**src/rtl/dafir_pkg.sv**
```systemverilog
// Shared DA-FIR definitions: sequencer state encoding and default DA word width.
package dafir_pkg;

    localparam int DA_WIDTH = 16;

    typedef enum logic [1:0] {
        ST_IDLE  = 2'd0,
        ST_SHIFT = 2'd1,
        ST_DONE  = 2'd2
    } state_t;

endpackage

```
**src/rtl/seri_fa_bit.sv**
```systemverilog
// One-bit combinational full-adder slice for the bit-serial adder datapath.
module seri_fa_bit (
    input  logic a,
    input  logic b,
    input  logic ci,
    output logic s,
    output logic co
);

    assign s  = a ^ b ^ ci;
    assign co = (a & b) | (a & ci) | (b & ci);

endmodule

```
**src/rtl/seri_add_ctrl.sv**
```systemverilog
// Bit-serial add sequencer: streams operands LSB-first through one full-adder slice.
// Optional macro SERI_ADD_SUB_EN adds a 'sub' port for modulo subtraction.
module seri_add_ctrl
    import dafir_pkg::*;
#(
    parameter  int WIDTH = DA_WIDTH,
    localparam int CNT_W = $clog2(WIDTH)
) (
    input  logic             clk,
    input  logic             RstN,
`ifdef SERI_ADD_SUB_EN
    input  logic             sub,
`endif
    input  logic             start,
    input  logic [WIDTH-1:0] a_in,
    input  logic [WIDTH-1:0] b_in,
    output logic             ready,
    output logic             busy,
    output logic             done,
    output logic [WIDTH-1:0] sum_out,
    output logic             cout
);

    localparam logic [CNT_W-1:0] CNT_LAST = CNT_W'(WIDTH - 1);

    state_t           state_reg, state_next;
    logic [CNT_W-1:0] cnt_reg, cnt_next;
    logic [WIDTH-1:0] a_sr_reg, a_sr_next;
    logic [WIDTH-1:0] b_sr_reg, b_sr_next;
    logic [WIDTH-1:0] res_sr_reg, res_sr_next;
    logic [WIDTH-1:0] sum_reg, sum_next;
    logic             carry_reg, carry_next;
    logic             cout_reg, cout_next;

    logic             fa_b, fa_s, fa_co, carry_init;
    logic [WIDTH-1:0] res_shifted;

`ifdef SERI_ADD_SUB_EN
    logic sub_reg, sub_next;
    // Subtraction is a + ~b + 1: invert each b bit and seed the carry with 1.
    assign fa_b       = b_sr_reg[0] ^ sub_reg;
    assign carry_init = sub;
`else
    assign fa_b       = b_sr_reg[0];
    assign carry_init = 1'b0;
`endif

    seri_fa_bit u_fa (
        .a  (a_sr_reg[0]),
        .b  (fa_b),
        .ci (carry_reg),
        .s  (fa_s),
        .co (fa_co)
    );

    assign res_shifted = {fa_s, res_sr_reg[WIDTH-1:1]};

    always_comb begin
        state_next  = state_reg;
        cnt_next    = cnt_reg;
        a_sr_next   = a_sr_reg;
        b_sr_next   = b_sr_reg;
        res_sr_next = res_sr_reg;
        sum_next    = sum_reg;
        carry_next  = carry_reg;
        cout_next   = cout_reg;
`ifdef SERI_ADD_SUB_EN
        sub_next    = sub_reg;
`endif
        case (state_reg)
            ST_IDLE: begin
                if (start) begin
                    a_sr_next   = a_in;
                    b_sr_next   = b_in;
                    carry_next  = carry_init;
                    cnt_next    = '0;
                    res_sr_next = '0;
`ifdef SERI_ADD_SUB_EN
                    sub_next    = sub;
`endif
                    state_next  = ST_SHIFT;
                end
            end
            ST_SHIFT: begin
                carry_next  = fa_co;
                res_sr_next = res_shifted;
                a_sr_next   = a_sr_reg >> 1;
                b_sr_next   = b_sr_reg >> 1;
                cnt_next    = cnt_reg + CNT_W'(1);
                // Last slice: publish the completed word together with its carry-out.
                if (cnt_reg == CNT_LAST) begin
                    sum_next   = res_shifted;
                    cout_next  = fa_co;
                    state_next = ST_DONE;
                end
            end
            ST_DONE: begin
                state_next = ST_IDLE;
            end
            default: begin
                state_next = ST_IDLE;
            end
        endcase
    end

    always_ff @(posedge clk or negedge RstN) begin
        if (!RstN) begin
            state_reg  <= ST_IDLE;
            cnt_reg    <= '0;
            a_sr_reg   <= '0;
            b_sr_reg   <= '0;
            res_sr_reg <= '0;
            sum_reg    <= '0;
            carry_reg  <= 1'b0;
            cout_reg   <= 1'b0;
`ifdef SERI_ADD_SUB_EN
            sub_reg    <= 1'b0;
`endif
        end else begin
            state_reg  <= state_next;
            cnt_reg    <= cnt_next;
            a_sr_reg   <= a_sr_next;
            b_sr_reg   <= b_sr_next;
            res_sr_reg <= res_sr_next;
            sum_reg    <= sum_next;
            carry_reg  <= carry_next;
            cout_reg   <= cout_next;
`ifdef SERI_ADD_SUB_EN
            sub_reg    <= sub_next;
`endif
        end
    end

    assign ready   = (state_reg == ST_IDLE);
    assign busy    = (state_reg == ST_SHIFT);
    assign done    = (state_reg == ST_DONE);
    assign sum_out = sum_reg;
    assign cout    = cout_reg;

endmodule

```
**config.mk**
```make
export PLATFORM = sky130hd
export DESIGN_NAME = seri_add_ctrl
export DESIGN_NICKNAME = d
export VERILOG_FILES = /design/src/rtl/dafir_pkg.sv /design/src/rtl/seri_fa_bit.sv /design/src/rtl/seri_add_ctrl.sv
export SDC_FILE = /design/constraint.sdc
export NUM_CORES = 1
export LEC_CHECK = 0
export BUFFER_PORTS_ARGS = -buffer_cell sky130_fd_sc_hd__buf_2
export CORE_UTILIZATION = 40
export CTS_CLUSTER_SIZE = 10
export DETAILED_ROUTE_END_ITERATION = 10
export PLACE_DENSITY_LB_ADDON = 0.05
export SLEW_MARGIN = 5
export SYNTH_ARGS = -nofsm -noshare
export SYNTH_HDL_FRONTEND = slang
export SYNTH_SLANG_ARGS = --single-unit
```
**constraint.sdc**
```tcl
create_clock -name clk -period 4.7 [get_ports clk]
set_input_delay 0.705 -clock clk [delete_from_list [all_inputs] [get_ports clk]]
set_output_delay 0.705 -clock clk [all_outputs]
set_load 0.03 [all_outputs]
```
# --- After elaboration in Yosys (flattened, before gate mapping) ---
# Cells that the tools add are included.
classes:
  addsub: 1
  eq_ne: 5
  mux: 13
  n_bitwise: 7
  reduce_logical: 5
op_table:
  columns: ["cell", "count"]
  rows:
  - ["16-bit one-hot mux with 2 select lines", 3]
  - ["16-bit 2-to-1 mux", 3]
  - ["4-bit one-hot mux with 2 select lines", 1]
  - ["2-bit AND reduction", 3]
  - ["4-bit by 1-bit adder with 4-bit output (second input constant)", 1]
  - ["4-bit == test (second input constant)", 1]
  - ["2-bit 2-to-1 mux", 2]
  - ["4-bit 2-to-1 mux", 1]
  - ["2-bit one-hot mux with 2 select lines", 1]
  - ["1-bit AND", 3]
  - ["2-bit by 1-bit == test with 1-bit output (second input constant)", 1]
  - ["2-bit == test (second input constant)", 1]
  - ["2-bit zero test", 1]
  - ["2-bit by 1-bit != test with 1-bit output (second input constant)", 1]
  - ["2-bit != test (second input constant)", 1]
  - ["1-bit OR", 2]
  - ["1-bit one-hot mux with 2 select lines", 1]
  - ["2-bit nonzero test", 1]
  - ["1-bit bitwise XOR", 2]
  - ["1-bit 2-to-1 mux", 1]
totals:
  regBits: 72
  inputBits: 35
  out_inout_bits: 20
  wordCells: 39

# --- Longest topological paths before layout ---
logic_depth:
  word_depth: 4
  ltp_mapped: 6
  depth_no_buf: 4

# --- Hierarchy ---
# From an unflattened synthesis, not the netlist that was laid out.
unflattened:
  cells_unflattened: 259
  hier_area_um2: 3061.7
modules_own_cells:
  columns: ["mod", "instances", "cells_per_inst", "area_each_um2", "seq_area_each_um2"]
  rows:
  - ["seri_add_ctrl", 1, 258, 3041.7, 1776.7]
  - ["seri_fa_bit", 1, 1, 20.0, 0.0]

# --- Worst setup path before layout ---
# Ideal clock, no wire load.
synth_timing:
  path_type: "register to output"
  start: "register state_reg[1]"
  end: "output port done"
  arrival_time_ns: 1.326
  required_time_ns: 3.995
  slack_ns: 2.669
  path_stages_with_launch: 4
  n_path_buf: 2
  cell_sequence: "dfrtp_1 buf_2 buf_1 nor2b_1"
synth_via:
  elab_chain_len: 1
synth_lines:
  columns: ["item", "line_no", "text"]
  rows:
  - ["from (decl)", "seri_add_ctrl.sv:26", "state_t state_reg, state_next;"]
  - ["from (signal assigned)", "seri_add_ctrl.sv:120", "state_reg <= state_next;"]
  - ["2-bit == test", "seri_add_ctrl.sv:136", "assign done = (state_reg == ST_DONE);"]
  - ["to (decl)", "seri_add_ctrl.sv:19", "output logic done,"]
# Every way passes these cells.

# --- Worst setup path in the final report ---
layout_timing:
  start: "register state_reg[1]"
  end: "output port busy"
layout_via:
  elab_chain_len: 1
layout_lines:
  columns: ["item", "line_no", "text"]
  rows:
  - ["2-bit by 1-bit == test with 1-bit output", "seri_add_ctrl.sv:135", "assign busy = (state_reg == ST_SHIFT);"]
  - ["to (decl)", "seri_add_ctrl.sv:18", "output logic busy,"]
# Every way passes these cells.

==> impl_metrics.prom <==
# TYPE chip_impl_metric gauge
chip_impl_metric{name="cp_data_arrival_time",unit="ns"} 2.13
chip_impl_metric{name="worstSkewPairLatency",unit="ns"} 0.33
chip_impl_metric{name="place_area",unit="sq um"} 3420
chip_impl_info{name="synth.top_cells.by_area",value="dfrtp_1 (57%), a22oi_1 (7.3%), o21ai_1 (5.2%)"} 1
chip_impl_info{name="hold_path_class",value="reg2reg"} 1
chip_impl_info{name="clock-root-buffer",value="clkbuf_8"} 1
chip_impl_info{name="crit-reg2reg-launch",value="state_reg[1]"} 1
chip_impl_metric{name="cts.sinks",unit=""} 71
chip_impl_info{name="critical_path.endpoint_type",value="output port"} 1
chip_impl_metric{name="hold_depth",unit=""} 1
chip_impl_metric{name="placement.io_buffers",unit=""} 54
chip_impl_metric{name="net_count_of_the_finished_layout",unit=""} 351
chip_impl_metric{name="synth.distinct_cells",unit=""} 26
chip_impl_info{name="timing.setup.critical_path_class",value="reg2out"} 1
chip_impl_metric{name="hold_slack",unit="ns"} 0.485
chip_impl_metric{name="internal_power_component",unit="mW"} 1.46
chip_impl_metric{name="drt_first_pass_iters",unit=""} 4
chip_impl_metric{name="drt-initial-drc-count",unit=""} 129
chip_impl_metric{name="gr-usage-all-layers",unit="%"} 17.7
chip_impl_metric{name="dp_cells",unit=""} 402
chip_impl_metric{name="diodes",unit=""} 0
chip_impl_metric{name="post-cts-setup-buffers",unit=""} 0
chip_impl_metric{name="grt_max_degree",unit=""} 48
chip_impl_metric{name="critPathMaxFanout",unit=""} 42
chip_impl_metric{name="core.rowCount",unit=""} 31
chip_impl_metric{name="die_width",unit="microns"} 90.1
chip_impl_info{name="library_cell_with_the_largest_summed_area_after_synthesis",value="dfrtp_1"} 1
chip_impl_metric{name="cp_data_required_time",unit="ns"} 3.99
chip_impl_metric{name="worst_slack",unit="ns"} 1.86
chip_impl_metric{name="synth_nets",unit=""} 304
chip_impl_metric{name="power_density",unit="nW/um^2"} 659
chip_impl_metric{name="place_ws",unit="ns"} 2.15
chip_impl_metric{name="max_slew_margin",unit="%"} 28.9
chip_impl_metric{name="setup.reg_to_reg.worst_slack",unit="ns"} 2.18
chip_impl_metric{name="clock_buffers_created_by_tritoncts",unit=""} 9
chip_impl_metric{name="seq_pwr_share",unit="%"} 42.4
chip_impl_metric{name="pin_count",unit=""} 55
chip_impl_metric{name="report.final.slew_viol_count",unit=""} 0
chip_impl_metric{name="core_region_area",unit="sq um"} 7370
chip_impl_metric{name="share_of_the_synthesized_area_in_the_top_cell_type",unit="%"} 57.2
chip_impl_info{name="grt_setup_unrepaired",value="false"} 1
chip_impl_metric{name="post_synthesis_instance_total",unit=""} 267
chip_impl_info{name="tritoncts_clock_tree",value="done"} 1
chip_impl_metric{name="resized_gates_after_cts",unit=""} 0
chip_impl_metric{name="power.net_switching",unit="mW"} 0.913
chip_impl_metric{name="post_synth_and_or_nand_nor_area_fraction",unit="%"} 8.18
chip_impl_metric{name="yosysWarnings",unit=""} 0
chip_impl_metric{name="setup_viol",unit=""} 0
chip_impl_metric{name="tns",unit="ns"} 0
chip_impl_metric{name="worst-slew-pin-transition",unit="ns"} 1.07
chip_impl_metric{name="cts_buffer_depth",unit=""} 2
chip_impl_metric{name="clk_pin_slew",unit="ns"} 0.07
chip_impl_metric{name="floorplan.die_area",unit="sq um"} 8120
chip_impl_metric{name="max_clock_freq",unit="GHz"} 0.353
chip_impl_metric{name="dp_hpwl",unit="microns"} 4010
chip_impl_metric{name="layout.cells.non_filler",unit=""} 418
chip_impl_info{name="synthTopCellsByCount",value="dfrtp_1 (71), o21ai_1 (32), a22oi_1 (30)"} 1
chip_impl_metric{name="switching_share",unit="%"} 38.4
chip_impl_metric{name="share_of_power_burned_in_combinational_logic",unit="%"} 37.9
chip_impl_metric{name="final_min_period_over_clock_period",unit="%"} 60.4
chip_impl_info{name="rr_endpoint",value="cout"} 1
chip_impl_metric{name="synth_area_per_cell",unit="sq um"} 11.6
chip_impl_info{name="hold_path.startpoint",value="sum_out[15]"} 1
chip_impl_info{name="main_combinational_cell_family_by_area_after_synthesis",value="compound AO/OA/AOI/OAI gates"} 1
chip_impl_metric{name="layout-drive-gt1-share",unit="%"} 27.3
chip_impl_metric{name="antenna_found_initial",unit=""} 0
chip_impl_info{name="min_delay_worst_endpoint",value="sum_out[15]"} 1
chip_impl_metric{name="clock-skew-final",unit="ns"} 0.00500
chip_impl_info{name="synth-main-ff-cell",value="dfrtp_1"} 1
chip_impl_metric{name="synthMuxAreaShare",unit="%"} 7.25
chip_impl_metric{name="worst_r2r_path_depth",unit=""} 4
chip_impl_metric{name="post_synth_arst_share",unit="%"} 100
chip_impl_metric{name="vdd.ir_drop.worst",unit="mV"} 0.353
chip_impl_metric{name="synth_compound_gate_area_share",unit="%"} 22.2
chip_impl_metric{name="drv_cap",unit=""} 0
chip_impl_info{name="yosysMostFrequentCell",value="dfrtp_1"} 1
chip_impl_metric{name="multi_input_area",unit="sq um"} 1210
chip_impl_metric{name="grt_first_pass_wirelength",unit="microns"} 11300
chip_impl_metric{name="gp_routability_congestion",unit=""} 0.708
chip_impl_metric{name="cts-hold-fix-buffers",unit=""} 0
chip_impl_info{name="status",value="complete, no violations"} 1
chip_impl_info{name="start_kind",value="flip-flop"} 1
chip_impl_metric{name="synth_xor_xnor_area_share",unit="%"} 0
chip_impl_metric{name="count_of_flip_flops_with_a_built_in_enable_after_synthesis",unit=""} 0
chip_impl_metric{name="share_clk_of_total_power",unit="%"} 19.7
chip_impl_metric{name="area_delta_synth_final",unit="%"} 16.2
chip_impl_metric{name="post_synth_fa_ha_maj_area_fraction",unit="%"} 1.05
chip_impl_metric{name="seq_area",unit="sq um"} 1780
chip_impl_metric{name="timing_hold_violations_final",unit=""} 0
chip_impl_metric{name="num-fill-cells",unit=""} 713
chip_impl_metric{name="fp.dieH",unit="microns"} 90.1
chip_impl_metric{name="period_minus_slack",unit="ns"} 2.84
chip_impl_metric{name="final_antenna_net_count",unit=""} 0
chip_impl_metric{name="htreeDepth",unit=""} 3
chip_impl_metric{name="synth.ff_latch_count",unit=""} 71
chip_impl_metric{name="remaining_drc_errors",unit=""} 0
chip_impl_metric{name="vias_per_cell",unit=""} 5.28
chip_impl_metric{name="p_leak",unit="nW"} 1.69
chip_impl_metric{name="grt_pass1_vias",unit=""} 2161
chip_impl_metric{name="netlist_area_before_placement",unit="sq um"} 3110
chip_impl_metric{name="global_route.overflow_total",unit=""} 0
chip_impl_metric{name="finish.instance_area",unit="sq um"} 3610
chip_impl_metric{name="via_count",unit=""} 2206
chip_impl_metric{name="initial_core_util",unit="%"} 42.1
chip_impl_metric{name="seq_area_frac_synth",unit="%"} 57.2
chip_impl_metric{name="finalWirelength",unit="microns"} 6660
chip_impl_metric{name="wire_per_inst",unit="microns"} 15.9
## layer usage
| metal | GRT usage [%] | vias to the layer above | wire length [microns] |
|---|---|---|---|
| met1 | 25.0 | 1093 | 3280 |
| met4 | 5.24 | 0 | 72 |
| met3 | 6.09 | 5 | 269 |
| met2 | 25.5 | 44 | 3050 |
| li1 | - | 1064 | - |
| met5 | 0 | - | 0 |
## power groups by stage
stage	combinational [mW]	clock, mW	sequential [mW]
after floorplan	0.604	0	1.10
after global placement	0.899	0	1.02
after detailed placement	0.915	0	1.02
after CTS	0.917	0.488	1.01
after global routing	0.989	0.520	1.04
final	0.900	0.469	1.01
## worst max path at each step
stage	from	end	slack (ns)	cells past startpoint
after global routing	state_reg[1]	busy	1.68	3
after floorplan	state_reg[1]	done	2.67	3
after CTS	state_reg[1]	busy	1.82	3
after detailed placement	state_reg[1]	cout	2.15	4
final	state_reg[1]	busy	1.86	3
after global placement	state_reg[1]	sum_out[0]	2.19	4
## cell usage in the layout, fill, tap and decap left out
| cell type | instances |
|---|---|
| buf_2 | 54 |
| o21ai_1 | 32 |
| nand2_1 | 14 |
| clkinv_4 | 1 |
| mux2_4 | 9 |
| clkbuf_8 | 9 |
| a31oi_1 | 1 |
| clkinv_2 | 3 |
| clkinvlp_4 | 1 |
| inv_2 | 1 |
| nor2b_4 | 1 |
| ha_1 | 1 |
| o21ai_0 | 2 |
| a22oi_1 | 30 |
| bufinv_16 | 1 |
| a41oi_1 | 2 |
| fa_1 | 1 |
| dfrtp_1 | 71 |
| o21bai_2 | 1 |
| nand3_1 | 1 |
| mux2_1 | 8 |
| a21oi_1 | 23 |
| a22o_1 | 17 |
| nor2b_1 | 25 |
| buf_4 | 5 |
| clkbuf_1 | 1 |
| nor3b_1 | 1 |
| nor2_1 | 2 |
| and4_4 | 1 |
## critical path: stages (launching register included)
cell and delay (ns):
dfrtp_1 0.37, buf_4 0.27, nor2b_4 0.81, buf_2 0.34
## logic make-up after synthesis
| group | Yosys count |
|---|---|
| compound gates | 108 |
| fa+ha+maj | 2 |
| buf+inv | 24 |
| flops | 71 |
| mux | 17 |
| simple gates | 45 |
## layout make-up
cell class | count | share of cell area [%]
clock buffers | 10 | 3.54
clock inverters | 6 | 1.70
inverters | 1 | 0.104
multi-input cells | 172 | 33.4
flip-flops and latches | 71 | 49.3
well taps | 99 | 3.43
repair buffers | 59 | 8.53
## through the flow
step	power [mW]	util, %
6_report	2.38	48.9
5_1_grt	2.55	48.9
4_1_cts	2.41	48.9
3_5_place_dp	1.93	46.4
3_3_place_gp	1.92	46.4
2_1_floorplan	1.70	-
Power figures use the tool's default switching activity.
